**src/rtl/ctrl_pkg.sv**
```systemverilog
// rtl/ctrl_pkg.sv - shared ARM controller types: condition codes, flag indices, FlagW and ALUControl codes
package ctrl_pkg;

    // Instruction condition field, Instr[31:28]
    typedef enum logic [3:0] {
        COND_EQ = 4'b0000,
        COND_NE = 4'b0001,
        COND_CS = 4'b0010,
        COND_CC = 4'b0011,
        COND_MI = 4'b0100,
        COND_PL = 4'b0101,
        COND_VS = 4'b0110,
        COND_VC = 4'b0111,
        COND_HI = 4'b1000,
        COND_LS = 4'b1001,
        COND_GE = 4'b1010,
        COND_LT = 4'b1011,
        COND_GT = 4'b1100,
        COND_LE = 4'b1101,
        COND_AL = 4'b1110,
        COND_NV = 4'b1111
    } cond_e;

    // Bit positions within the {N,Z,C,V} flag vector
    localparam int FLAG_N = 3;
    localparam int FLAG_Z = 2;
    localparam int FLAG_C = 1;
    localparam int FLAG_V = 0;

    // FlagW encodings from the ALU decoder
    localparam logic [1:0] FLAGW_NONE = 2'b00;
    localparam logic [1:0] FLAGW_NZ   = 2'b10;
    localparam logic [1:0] FLAGW_ALL  = 2'b11;

    // ALUControl encodings
    localparam logic [1:0] ALU_ADD = 2'b00;
    localparam logic [1:0] ALU_SUB = 2'b01;
    localparam logic [1:0] ALU_AND = 2'b10;
    localparam logic [1:0] ALU_ORR = 2'b11;

endpackage

```
**src/rtl/cond_check.sv**
```systemverilog
// rtl/cond_check.sv - combinational ARM condition-code evaluator
//
// Ports:
//   Cond   in  4  instruction condition field
//   flags  in  4  stored {N,Z,C,V}
//   CondEx out 1  1 when the instruction is allowed to execute
module cond_check
    import ctrl_pkg::*;
(
    input  logic [3:0] Cond,
    input  logic [3:0] flags,
    output logic       CondEx
);

    logic n, z, c, v;

    assign n = flags[FLAG_N];
    assign z = flags[FLAG_Z];
    assign c = flags[FLAG_C];
    assign v = flags[FLAG_V];

    always_comb begin
        CondEx = 1'b0;
        case (cond_e'(Cond))
            COND_EQ: CondEx = z;
            COND_NE: CondEx = ~z;
            COND_CS: CondEx = c;
            COND_CC: CondEx = ~c;
            COND_MI: CondEx = n;
            COND_PL: CondEx = ~n;
            COND_VS: CondEx = v;
            COND_VC: CondEx = ~v;
            COND_HI: CondEx = c & ~z;
            COND_LS: CondEx = ~c | z;
            COND_GE: CondEx = (n == v);
            COND_LT: CondEx = (n != v);
            COND_GT: CondEx = ~z & (n == v);
            COND_LE: CondEx = z | (n != v);
            COND_AL: CondEx = 1'b1;
            // Reserved encoding never executes
            COND_NV: CondEx = 1'b0;
            default: CondEx = 1'b0;
        endcase
    end

endmodule

```
**src/rtl/cond_logic.sv**
```systemverilog
// rtl/cond_logic.sv - NZCV flag register and condition gating of PC/register/memory writes
//
// Optional feature macro: CONDLOGIC_FLAGS_OUT_EN exposes the stored flags on Flags.
//
// Ports:
//   clk       in  1  clock, rising edge
//   reset_n   in  1  asynchronous active-low reset, clears NZCV
//   Cond      in  4  instruction condition field
//   ALUFlags  in  4  ALU result flags {N,Z,C,V}
//   FlagW     in  2  [1] writes N,Z; [0] writes C,V
//   PCS       in  1  PC write request
//   RegW      in  1  register write request
//   MemW      in  1  memory write request
//   Stall     in  1  blocks flag update and all writes
//   PCSrc     out 1  gated PC write
//   RegWrite  out 1  gated register write
//   MemWrite  out 1  gated memory write
//   Flags     out 4  stored {N,Z,C,V} (CONDLOGIC_FLAGS_OUT_EN only)
module cond_logic
    import ctrl_pkg::*;
(
    input  logic       clk,
    input  logic       reset_n,
    input  logic [3:0] Cond,
    input  logic [3:0] ALUFlags,
    input  logic [1:0] FlagW,
    input  logic       PCS,
    input  logic       RegW,
    input  logic       MemW,
    input  logic       Stall,
    output logic       PCSrc,
    output logic       RegWrite,
    output logic       MemWrite
`ifdef CONDLOGIC_FLAGS_OUT_EN
    ,
    output logic [3:0] Flags
`endif
);

    logic [1:0] nz_q;
    logic [1:0] cv_q;
    logic [3:0] flags;
    logic       cond_ex;
    logic       exec;

    assign flags = {nz_q, cv_q};

    // Evaluated on the registered flags only, so an instruction never sees
    // the flags it is itself producing this cycle.
    cond_check u_cond_check (
        .Cond   (Cond),
        .flags  (flags),
        .CondEx (cond_ex)
    );

    assign exec = cond_ex & ~Stall;

    assign PCSrc    = PCS  & exec;
    assign RegWrite = RegW & exec;
    assign MemWrite = MemW & exec;

    always_ff @(posedge clk or negedge reset_n) begin
        if (!reset_n) begin
            nz_q <= 2'b00;
            cv_q <= 2'b00;
        end else begin
            if (FlagW[1] & exec) begin
                nz_q <= ALUFlags[FLAG_N:FLAG_Z];
            end
            if (FlagW[0] & exec) begin
                cv_q <= ALUFlags[FLAG_C:FLAG_V];
            end
        end
    end

`ifdef CONDLOGIC_FLAGS_OUT_EN
    assign Flags = flags;
`endif

endmodule
```
**config.mk**
```make
export PLATFORM = sky130hd
export DESIGN_NAME = cond_logic
export DESIGN_NICKNAME = d
export VERILOG_FILES = /design/src/rtl/ctrl_pkg.sv /design/src/rtl/cond_check.sv /design/src/rtl/cond_logic.sv
export SDC_FILE = /design/constraint.sdc
export NUM_CORES = 1
export LEC_CHECK = 0
export BUFFER_PORTS_ARGS = -buffer_cell sky130_fd_sc_hd__buf_4
export CORE_AREA = 2 2 39 41
export DETAILED_ROUTE_END_ITERATION = 16
export DIE_AREA = 0 0 41 43
export PLACE_DENSITY_LB_ADDON = 0.12
export REMOVE_ABC_BUFFERS = 1
export SLEW_MARGIN = 20
export SYNTH_ARGS = -nofsm -noshare
export SYNTH_HDL_FRONTEND = slang
export SYNTH_SLANG_ARGS = --single-unit
```
**constraint.sdc**
```tcl
create_clock -name clk -period 1.6 [get_ports clk]
set_input_delay 0.24 -clock clk [delete_from_list [all_inputs] [get_ports clk]]
set_output_delay 0.24 -clock clk [all_outputs]
set_load 0.01 [all_outputs]
```
# Word level (Yosys, flattened, before mapping)
# Cells that the tools add are included.
[word_totals]
regBits = 4
latch_bits = 0
mem_bits_rw = 0
rom_bits = 0
inputBits = 16
out_inout_bits = 3
elab_cells = 36
memories = 0
[op_classes]
add_sub_neg = 0
mul = 0
div_mod_pow = 0
n_lt_le_gt_ge = 0
n_eq_ne = 17
shift = 0
muxes = 1
bitwise = 15
n_reduce_logical = 1
[ops]
columns = ["op", "count"]
rows = [
  ["$eq 4x4->1 const B", 8],
  ["$eq 4x3->1 const B", 4],
  ["$pmux 1 s16", 1],
  ["$and 1x1->1", 8],
  ["$eq 4x2->1 const B", 2],
  ["$not 1->1", 5],
  ["$eq 4x1->1 const B", 1],
  ["$logic_not 4->1", 1],
  ["$or 1x1->1", 2],
  ["$eq 1x1->1", 1],
  ["$ne 1x1->1", 1],
]

# Depth between registers and ports, before layout
[depth]
word_depth = 5
mapped_depth = 5
depth_no_buf = 5

# Cells and area by module
# A second synthesis with hierarchy kept.
[unflattened]
hier_cells = 37
hier_area_um2 = 342.8
[modules_own_cells]
columns = ["module", "n_inst", "cells_per_inst", "area_per_inst_um2", "seq_area_each_um2"]
rows = [
  ["cond_logic", 1, 14, 187.7, 100.1],
  ["cond_check", 1, 23, 155.1, 0.0],
]

# Worst setup path after synthesis
# OpenSTA, ideal clock, no wires.
[synth_path]
kind = "register -> register"
start = "reg nz_q[1]"
end = "reg cv_q[0]"
setup_ps = 122
t_arrival_ps = 1695
required_ps = 1478
path_slack_ps = -217
path_stages_with_launch = 6
path_buffers = 0
synth_period_minus_slack_ps = 1817
cell_sequence = "dfrtp_1 mux2_4 a22oi_2 o31ai_2 or4b_1 a32o_1"
[synth_via]
elab_chain_len = 5
word_cells_on_any_way = 8
classes_between = "2 x eq/ne; 1 x mux; 5 x bitwise"
[synth_rtl]
columns = ["item", "line", "source"]
rows = [
  ["from (decl)", "cond_logic.sv:40", "logic [1:0] nz_q;"],
  ["from (signal assigned)", "cond_logic.sv:68", "nz_q <= ALUFlags[FLAG_N:FLAG_Z];"],
  ["$ne 1x1->1 / $eq 1x1->1 (equally long branches)", "n/a", ""],
  ["$or 1x1->1 / $and 1x1->1 (equally long branches)", "cond_check.sv:38, cond_check.sv:37", ""],
  ["$pmux 1 s16 (*)", "cond_check.sv:24", "case (cond_e'(Cond))"],
  ["$and 1x1->1 (*)", "cond_logic.sv:56", "assign exec = cond_ex & ~Stall;"],
  ["$and 1x1->1 (*)", "cond_logic.sv:70", "if (FlagW[0] & exec) begin"],
  ["to (signal assigned)", "cond_logic.sv:71", "cv_q <= ALUFlags[FLAG_C:FLAG_V];"],
  ["to (decl)", "cond_logic.sv:41", "logic [1:0] cv_q;"],
]
# Mark *: on every way between the ends. The rest lies on a longest branch, timed or not.
# A chain may end at the register's enable or synchronous reset.

# Worst setup path after layout
[layout_path]
start = "reg cv_q[0]"
end = "reg cv_q[1]"
[layout_via]
elab_chain_len = 5
word_cells_on_any_way = 8
classes_between = "2 x eq/ne; 1 x mux; 5 x bitwise"
[layout_rtl]
columns = ["item", "line"]
rows = [
  ["$ne 1x1->1 / $eq 1x1->1 (equally long branches)", "n/a"],
  ["$or 1x1->1 / $and 1x1->1 (equally long branches)", "cond_check.sv:38, cond_check.sv:37"],
  ["$pmux 1 s16 (*)", "cond_check.sv:24"],
  ["$and 1x1->1 (*)", "cond_logic.sv:56"],
  ["$and 1x1->1 (*)", "cond_logic.sv:70"],
]
# Marks and branches as above.

==> results by group <==
Status
  – Outcome: finished with violations
  – Violated checks: setup timing

Power and ir drop
  – Clock power frac: 0.131
  – Cell Int Power: 609 uW
  – Max IR drop VDD: 678 uV
  – Cell leakage power: 0.000343 uW
  – Combinational share of power: 0.642
  – Sequential power share: 0.227
  – Psw: 299 uW
  – Pwr dens: 1340 nW/um^2
  – Switch share: 0.329

Floorplan
  – Rows: 14
  – Io pins: 19
  – Die Ht: 43 um
  – Die Wd: 41 um
  – Initial Utilization: 0.257
  – Die area: 1760 um^2
  – Core area: 1380 um^2

Cells and area
  – Design Area, Final: 679 um^2
  – Nets: 92
  – Share of post-route cells with drive strength above 1: 0.608
  – Area Growth Syn to Fin: 91.2%
  – Antenna Cells: 0
  – Fillers: 133

GRT
  – Vias in the first global route: 447
  – GRT Residual Overflow: 0
  – Largest net degree at the start of global routing: 11
  – Total GRT Usage: 0.133
  – Initial antenna violation count: 0
  – First-pass GRT wire length: 1650 um

Setup path
  – Kind of critical path: register to register
  – CP max stage cell: or4b_4
  – Crit end category: register
  – Reg2reg path depth: 6
  – Reg2reg setup slack: -430 ps
  – Crit Path Max Fanout: 3
  – FF-to-FF Start: cv_q[0]$_DFFE_PN0P_
  – Critical-path cell list: mux2_4 > a22oi_2 > o31ai_4 > buf_4 > or4b_4 > a32o_2
  – FF-to-FF End: cv_q[1]$_DFFE_PN0P_
  – Slowest Stage Delay on Critical Path: 480 ps
  – Data arrival, critical path: 2140 ps
  – Startpoint Class: register
  – WP data required: 1710 ps

Logic synthesis
  – Count of cell types in the netlist: 21
  – Xor/xnor share of the synthesized area: 0.0493
  – Mux cell area share after synthesis: 0.0739
  – Register area share after synthesis: 0.282
  – FF+latch count, synth: 4
  – Largest family of logic cells by synthesized area: simple AND/OR/NAND/NOR gates
  – Simple-Gate Fraction of Synth Area: 0.356
  – Adder-cell share of the synthesized area: 0
  – Avg Cell Area, Syn: 8.88 um^2
  – Cell count after synthesis: 40
  – Ys Warns: 0
  – Compound-cell area share of the yosys netlist: 0.208
  – Mapped Area: 355 um^2

Placement
  – Hpwl dp: 747 um
  – Port bufs: 18
  – GP Congestion: 0.718
  – Cell Area, Placed: 559 um^2

STA
  – Pins Over Slew Limit: 0
  – Final Hold Viols: 0
  – Part of the cycle the worst path needs: 1.27
  – Fmax achieved: 492 MHz
  – Clk_skew: 2.64 ps
  – Min cycle time layout: 2030 ps
  – RSZ-0062 raised after global routing: yes
  – Worst-margin pin slew: 264 ps
  – Fin worst setup slack: -432 ps
  – Final setup vio count: 7
  – Slew HR: 0.821
  – Final hold slack: 342 ps

Clocking
  – CTS tree: yes
  – Clock Tree Buf Depth: 2
  – Worst-Skew Late Latency: 230 ps
  – CTS Buf Count: 3
  – Htree depth: 1
  – CTS root buf: clkbuf_4
  – Worst-path clk slew: 40 ps
  – CTS Sinks: 4

Detailed routing
  – DRC Markers: 0
  – Pre-Repair DR Iteration Count: 2
  – WL final: 949 um
  – Vias: 418
  – Via density: 4.64
  – Initial DRC count: 1
  – Antenna-violating nets left: 0
  – Wirelength per Cell: 10.5 um

Run
  – Max cap viols: 0

Min path
  – Hold Path Class: input pin to asynchronous set/reset pin
-- state kept, by name, summed over array words and instances (netlist names) --
register  cells
cv_q          2
nz_q          2
-- placed cells by master (no fill, tap or decap) --
| cell type | synthesis | layout |
|---|---|---|
| a22oi_2 | 1 | 1 |
| a32o_1 | 4 | 3 |
| a32o_2 | 0 | 1 |
| and2b_1 | 1 | 1 |
| and3b_1 | 3 | 3 |
| buf_4 | 0 | 31 |
| clkbuf_4 | 0 | 3 |
| dfrtp_1 | 4 | 4 |
| dlygate4sd3_1 | 0 | 1 |
| inv_1 | 2 | 2 |
| mux2_2 | 1 | 1 |
| mux2_4 | 1 | 1 |
| nand2_1 | 4 | 4 |
| nand2b_1 | 1 | 1 |
| nand3_1 | 2 | 2 |
| nor2_1 | 6 | 6 |
| nor2b_1 | 1 | 1 |
| nor3_2 | 0 | 1 |
| nor3b_2 | 0 | 1 |
| o311ai_1 | 0 | 1 |
| o31ai_4 | 0 | 1 |
| or4b_4 | 0 | 2 |
| xnor2_2 | 0 | 1 |
| xor2_2 | 0 | 1 |
-- logic make-up (layout without fill, tap and decap cells) --
group / after synthesis / in the layout
XOR/XNOR: 2 / 2
AO/OA/AOI/OAI: 7 / 7
flip-flops: 4 / 4
AND/OR/NAND/NOR: 22 / 22
multiplexers: 2 / 2
buffers and inverters: 3 / 37
-- how the worst max path moves through the flow --
stage / slack, ps / start / to
after floorplan: -220 / nz_q[1]$_DFFE_PN0P_ / cv_q[0]$_DFFE_PN0P_
after global placement: -330 / Cond[1] / PCSrc
after detailed placement: -330 / Cond[1] / PCSrc
after CTS: -410 / nz_q[1]$_DFFE_PN0P_ / cv_q[1]$_DFFE_PN0P_
after global routing: -520 / cv_q[0]$_DFFE_PN0P_ / RegWrite
final: -430 / cv_q[0]$_DFFE_PN0P_ / cv_q[1]$_DFFE_PN0P_
-- stage by stage --
| step | utilization | setup slack, ps | instances | power, uW | setup TNS [ps] |
|---|---|---|---|---|---|
| 6_report | 0.491 | -432 | 90 | 908 | -2860 |
| 5_1_grt | 0.491 | -524 | 90 | 982 | -3400 |
| 4_1_cts | 0.482 | -411 | 90 | 884 | -2710 |
| 3_5_place_dp | 0.404 | -331 | 80 | 597 | -2200 |
| 3_3_place_gp | 0.404 | -334 | 80 | 601 | -2240 |
| 2_1_floorplan | - | -217 | 39 | 405 | -1500 |
-- area by class of cell --
type / count / area (um^2) / share of cell area
sequential: 4 / 100 / 0.147
timing repair buffer: 32 / 243 / 0.357
inverter: 2 / 7.51 / 0.0110
clock buffer: 3 / 22.5 / 0.0331
tap: 16 / 20.0 / 0.0295
multi-input combinational: 33 / 287 / 0.422
-- critical path, delay by kind of cell (launching register included) --
family	cells	cell delay, ps
AO/OA/AOI/OAI	3	590
AND/OR/NAND/NOR	1	480
flip-flops	1	410
multiplexers	1	280
buffers and inverters	1	160
-- layer usage --
layer  up-vias  GRT usage  share of wire
li1        218          -              -
met1       188      0.164           0.45
met2        12      0.219           0.48
met3         0     0.0157          0.068
met4         0     0.0600              0
met5         -          0              0
-- power by group through the flow --
stage	combinational, uW	clock [uW]	sequential (uW)
global placement	403	0	198
global route	635	133	214
detailed placement	395	0	202
CTS	561	125	198
finish	583	119	206
floorplan	217	0	187
-- cells in the mapped netlist --
master	count	area share
nor2_1	6	0.063
a32o_1	4	0.11
dfrtp_1	4	0.28
nand2_1	4	0.042
and3b_1	3	0.074
inv_1	2	0.021
nand3_1	2	0.028
or4b_1	2	0.056
a22oi_2	1	0.035
and2b_1	1	0.021
buf_1	1	0.011
mux2_2	1	0.032
mux2_4	1	0.042
nand2b_1	1	0.018
nor2b_1	1	0.018
nor3_1	1	0.014
nor3b_1	1	0.021
o311ai_0	1	0.025
o31ai_2	1	0.035
xnor2_1	1	0.025
xor2_1	1	0.025
-- timing repair --
action	4_1_cts	5_1_grt
pin swaps	7	4
setup buffers	6	0
endpoints found under the setup margin	7	7
endpoints found under the hold margin	4	0
resized for setup	7	2
hold buffers	1	0
Note: power is estimated with default switching activity, not from simulation.
